[src/rtl/comp_16_bit_core.sv]
// comp_16_bit_core: registered 16-bit magnitude comparator built from four
// 4-bit slice compares merged from the most significant slice down.
// SIGNED_MODE=1 compares two's-complement operands.
// Optional macro COMP_PIPE_EN adds a register stage between the slice
// compares and the merge (latency 2 instead of 1, still one result/cycle).
module comp_16_bit_core #(
  parameter bit SIGNED_MODE = 1'b0
) (
  input  logic        clk,
  input  logic        rst_n,
  input  logic        in_valid,
  input  logic [15:0] in1,
  input  logic [15:0] in2,
  output logic        comp,
  output logic        a_greater_b,
  output logic        equal,
  output logic        out_valid
);

  // Inverting the sign bit maps two's-complement order onto unsigned order,
  // so the slice hardware is identical in both modes.
  logic [15:0] op_a;
  logic [15:0] op_b;
  assign op_a = {in1[15] ^ SIGNED_MODE, in1[14:0]};
  assign op_b = {in2[15] ^ SIGNED_MODE, in2[14:0]};

  logic [3:0] slice_lt;
  logic [3:0] slice_gt;

  for (genvar g = 0; g < 4; g++) begin : g_slice
    assign slice_lt[g] = (op_a[4*g +: 4] < op_b[4*g +: 4]);
    assign slice_gt[g] = (op_a[4*g +: 4] > op_b[4*g +: 4]);
  end

  // Returns {lt, gt, eq}; the highest unequal slice decides, so later
  // (higher) iterations overwrite lower ones.
  function automatic logic [2:0] merge_slices(input logic [3:0] lt,
                                              input logic [3:0] gt);
    logic [2:0] r;
    r = 3'b001;
    for (int i = 0; i < 4; i++) begin
      if (lt[i] || gt[i]) r = {lt[i], gt[i], 1'b0};
    end
    return r;
  endfunction

  logic [3:0] m_lt;
  logic [3:0] m_gt;
  logic       m_valid;

`ifdef COMP_PIPE_EN
  logic [3:0] s1_lt;
  logic [3:0] s1_gt;
  logic       s1_valid;

  // Slice-result stage; slice flags only load on valid input.
  always_ff @(posedge clk or negedge rst_n) begin
    if (!rst_n) begin
      s1_lt    <= 4'h0;
      s1_gt    <= 4'h0;
      s1_valid <= 1'b0;
    end else begin
      s1_valid <= in_valid;
      if (in_valid) begin
        s1_lt <= slice_lt;
        s1_gt <= slice_gt;
      end
    end
  end

  assign m_lt    = s1_lt;
  assign m_gt    = s1_gt;
  assign m_valid = s1_valid;
`else
  assign m_lt    = slice_lt;
  assign m_gt    = slice_gt;
  assign m_valid = in_valid;
`endif

  logic [2:0] merged;
  assign merged = merge_slices(m_lt, m_gt);

  // Result register: flags load on valid and hold otherwise; out_valid tracks valid.
  always_ff @(posedge clk or negedge rst_n) begin
    if (!rst_n) begin
      comp        <= 1'b0;
      a_greater_b <= 1'b0;
      equal       <= 1'b0;
      out_valid   <= 1'b0;
    end else begin
      out_valid <= m_valid;
      if (m_valid) begin
        comp        <= merged[2];
        a_greater_b <= merged[1];
        equal       <= merged[0];
      end
    end
  end

endmodule

[config.mk]
export PLATFORM = sky130hd
export DESIGN_NAME = comp_16_bit_core
export DESIGN_NICKNAME = d
export VERILOG_FILES = /design/src/rtl/comp_16_bit_core.sv
export SDC_FILE = /design/constraint.sdc
export NUM_CORES = 1
export LEC_CHECK = 0
export ABC_CLOCK_PERIOD_IN_PS = 900
export CORE_MARGIN = 8
export CORE_UTILIZATION = 35
export DETAILED_ROUTE_END_ITERATION = 7
export GPL_ROUTABILITY_DRIVEN = 0
export GPL_TIMING_DRIVEN = 0
export PLACE_DENSITY = 0.81
export SLEW_MARGIN = 30
export SYNTH_ARGS = -nofsm -noshare
export SYNTH_HDL_FRONTEND = slang
export SYNTH_SLANG_ARGS = --single-unit
[constraint.sdc]
create_clock -name clk -period 0.9 [get_ports clk]
set_input_delay 0.09 -clock clk [delete_from_list [all_inputs] [get_ports clk]]
set_output_delay 0.09 -clock clk [all_outputs]
set_load 0.01 [all_outputs]
After elaboration in Yosys (flattened, before gate mapping):

Index checks and enable logic that the tools add are counted.
W data, S select, Z words.

* flip-flop bits (word level): 4
* latch bits: 0
* bits in writable memories: 0
* memory bits (read-only): 0
* output and inout bits: 4
* logic and storage cells: 20
* memories: 0

* add/sub/neg operators: 0
* $mul: 0
* divide/modulo/power cells: 0
* order comparisons: 8
* eq/ne operators: 0
* shift operators: 0
* muxes and demuxes: 4
* bitwise operators: 0
* reduce and logical (&&, ||, !) cells: 4

Operator list (number)
* $gt A4 B4 Y1: 4
* $lt A4 B4 Y1: 4
* $mux W3: 4
* $logic_or A1 B1 Y1: 4

Depth between registers and ports, before layout:

Gate-level depths: netlist (run 1).

* depth after elaboration: 6
* gate-level depth with buffers: 7
* depth with buffers taken out: 7

Worst setup path after synthesis (run 1):

OpenSTA, ideal clock, no wires.

* kind: input -> register
* start point: input port in2[10]
* end point: register a_greater_b
* arrival: 1.349 ns
* data required time: 0.761 ns
* setup slack: -0.588 ns
* stages: 6
* path buffers: 0
* path through: inv_1 ha_1 nand4_2 or4_4 a41oi_1 o22ai_1

* word-level cells in the longest chain between the ends: 4
* elaborated cells on any way between the ends: 5
* those cells by class: order compare (2); mux (2); reduce/logical (1)

Ends and longest elaborated chain
* from (decl): RTL line 13 `input logic [15:0] in2,`
* $lt A4 B4 Y1 or $gt A4 B4 Y1 (tied branches): RTL line 31, 32
* $logic_or A1 B1 Y1: RTL line 42 `if (lt[i] || gt[i]) r = {lt[i], gt[i], 1'b0};`
* $mux W3 * (2 in a row): RTL line 42
* to (signal assigned): RTL line 94 `a_greater_b <= merged[1];`
* to (decl): RTL line 15 `output logic a_greater_b,`

Mark *: on every way between the ends. The rest lies on a longest branch, timed or not.
A chain may end at the register's enable or synchronous reset.

Final worst setup path (run 1):

* start point: input port in2[10]
* end point: register equal

* word-level cells in the longest chain between the ends: 4
* elaborated cells on any way between the ends: 5
* those cells by class: order compare (2); mux (2); reduce/logical (1)

Ends and longest elaborated chain
* $lt A4 B4 Y1 or $gt A4 B4 Y1 (tied branches): RTL line 31, 32
* $logic_or A1 B1 Y1 *: RTL line 42
* $mux W3 * (2 in a row): RTL line 42
* to (signal assigned): RTL line 95 `equal <= merged[0];`
* to (decl): RTL line 16 `output logic equal,`

Marked as above.

==> results.ini, run 1 <==
[outcome]
status=finished with violations
violations=negative setup slack

[final_layout]
drive_above_1_share_pct=70.1
syn2layout_area_growth_pct=116
most-common-layout-cells=ha_4 (16), buf_6 (16), buf_2 (15), inv_2 (10), buf_4 (5)
fin_area_sq_mm=0.00128
instances_no_fill=134
nets=170
antenna_cells=0
n_fill_cell=122
fin_util_pct=77.6

[sta]
tns_ns=-0.905
period_share_pct=143
min_period_ns=1.29
setup_viol=3
rsz0062_at_grt=yes
worstMarginPinSlew_ns=0.343
setup_slack_ns=-0.389
fmax_mhz=776
hold_viol=0
drv_slew=0
skew_ns=0
max_slew_margin_pct=77.0

[floorplan]
io_pins=39
design.core.area_sq_mm=0.00165
rows=15
die_x_um=57.2
dieArea_sq_mm=0.00327
start_util_pct=35.9
die_height_um=57.2

[route]
dr.first_iter.drc_count=5
num_vias=676
drc=0
wire_per_inst_um=14.0
dr.pass1.iters=2
viasPerCell=5.04
wl_um=1880
drtAntennaViolNets=0

[synthesis]
ys_seq_elements=4
syn_avg_cell_area_sq_um=8.35
synth_warnings=0
syn_inst=71
synth.distinct_cells=23
synth_nets=122
netlist_top_cells_area=ha_1 (34%), dfrtp_1 (17%), inv_1 (12%), o211ai_1 (3.8%), nand4_4 (3.6%)
synth_seq_area_share_pct=16.9
yosys.area.top_type=ha_1
syn_area_sq_um=593
synth_top_area_share_pct=33.8

[worst_setup_path]
reg2reg_to=comp
rr_worst_depth=1
ff2ff_setup_slack_ns=0.22
reg2reg_from=comp
cp-endpoint=equal
slowest_stage=or4_4
crit_arrival_ns=1.45
setup.worst_path.start=in2[10]
worstPathRequired_ns=1.06
crit_path_cell_trace=buf_6, inv_4, ha_4, nand4_4, or4_4, a21oi_2, o211ai_1, o22ai_2
worstSetupEndpointType=register
start_kind=primary input
critPathKind=in -> reg
critical_path.max_stage_delay_ns=0.56
critPathMaxFanout=2

[placement]
dp_hpwl_um=1550
post-place-ws_ns=-1.19
io_buffer_count=38
place_inst=126
place_area_sq_mm=0.00119

[clock_tree]
cts_buffers=3
ctsHoldBuffers=0
clkTransAtPathRegs_ns=0.04
htree_levels=1
tritoncts=built
cts_sinks=4
clk_path_buf_depth=2
insertion_delay_ns=0.24
cts-root-buf=clkbuf_4

[worst_hold_path]
hp-class=in -> async

[global_routing]
grt_pass1_wl_um=2960
grt_max_degree=6
grtUsageTotal_pct=11.3
grt_overflow=0
antenna_found_initial=0
grt_pass1_vias=661

[pwr]
cellPowerDensity_mw_per_mm2=765
vdd_drop_max_v=0.000593
p_leak_nw=0.541

[run]
max_cap_violations=0

-- through the flow --
step | hold slack, ns | total power (W)
floorplan | -0.206 | 0.000449
global placement | 0.302 | 0.000696
detailed placement | 0.305 | 0.000713
CTS | 0.0539 | 0.000980
global route | 0.0678 | 0.00105
finish | 0.0551 | 0.000980
-- area by class of cell --
| type | instances | area, sq um | share of cell area [%] |
|---|---|---|---|
| sequential | 4 | 100 | 7.81 |
| timing repair buffer | 43 | 367 | 28.6 |
| multi-input combinational | 48 | 659 | 51.5 |
| inverter | 19 | 111 | 8.69 |
| tap | 17 | 21.3 | 1.66 |
| clock buffer | 3 | 22.5 | 1.76 |
-- report_power, final --
group          total (W)  internal (W)  switching (W)
registers       0.000203      0.000197     0.00000688
clock network   0.000226      0.000149      0.0000765
logic           0.000551      0.000314       0.000237
-- how the worst min path moves through the flow --
| stage | from | endpoint | slack (ns) | depth (start not counted) |
|---|---|---|---|---|
| 2_1_floorplan | rst_n | a_greater_b | -0.21 | 0 |
| 3_3_place_gp | rst_n | out_valid | 0.30 | 1 |
| 3_5_place_dp | rst_n | out_valid | 0.30 | 1 |
| 4_1_cts | rst_n | a_greater_b | 0.05 | 1 |
| 5_1_grt | rst_n | equal | 0.07 | 1 |
| 6_report | rst_n | a_greater_b | 0.06 | 1 |
-- logic make-up after synthesis --
family / after synthesis / share of synthesized area, %
buffers and inverters: 19 / 12.0
AO/OA/AOI/OAI: 16 / 19.0
adder cells (fa/ha/maj): 16 / 33.8
AND/OR/NAND/NOR: 16 / 18.4
flip-flops: 4 / 16.9
-- sequential cells by signal (all words and copies together), names as in the netlist --
name and count:
a_greater_b 1, equal 1, out_valid 1, comp 1
-- synthesized netlist by cell type --
| master | instances |
|---|---|
| nand4_4 | 1 |
| o21ai_1 | 2 |
| dfrtp_1 | 4 |
| nor2_1 | 4 |
| a21oi_1 | 3 |
| o21ai_2 | 1 |
| a31oi_1 | 1 |
| or4_4 | 1 |
| a41oi_1 | 1 |
| o211ai_1 | 3 |
| o22ai_1 | 1 |
| nand3_1 | 1 |
| o21ai_0 | 1 |
| nor3_1 | 1 |
| inv_1 | 19 |
| o22ai_2 | 1 |
| nand4_1 | 2 |
| ha_1 | 16 |
| o22a_1 | 1 |
| a21oi_2 | 1 |
| nand4_2 | 1 |
| nand2_1 | 2 |
| nor2b_1 | 3 |
-- worst max-delay path, delay by kind of cell --
family,cells,cell delay [ns]
fa+ha+maj,1,0.26
compound gates,3,0.33
buf+inv,2,0.11
simple gates,2,0.66
-- routing by layer --
metal	global-route usage [%]	wire (um)	vias to the layer above
met2	17.7	981	25
met4	7.05	39	0
li1	-	-	343
met5	0	0	-
met3	3.99	91	5
met1	12.6	764	303
-- timing repair --
item                       CTS  global route
buffers inserted             5             0
resized for setup          161             4
pin swaps                   21             6
setup endpoints to repair    7             3
No activity file was read; power rests on OpenSTA's default activity.
==> inputs of run 2 (changes only) <==
--- a/config.mk
+++ b/config.mk
@@ -9,7 +9,7 @@
 export CORE_MARGIN = 8
 export CORE_UTILIZATION = 35
 export DETAILED_ROUTE_END_ITERATION = 7
-export GPL_ROUTABILITY_DRIVEN = 0
+export GPL_ROUTABILITY_DRIVEN = 1
 export GPL_TIMING_DRIVEN = 0
 export PLACE_DENSITY = 0.81
 export SLEW_MARGIN = 30
==> results of run 2 <==
Same layout as run 1: the final DEF is identical, and so are final timing and power.
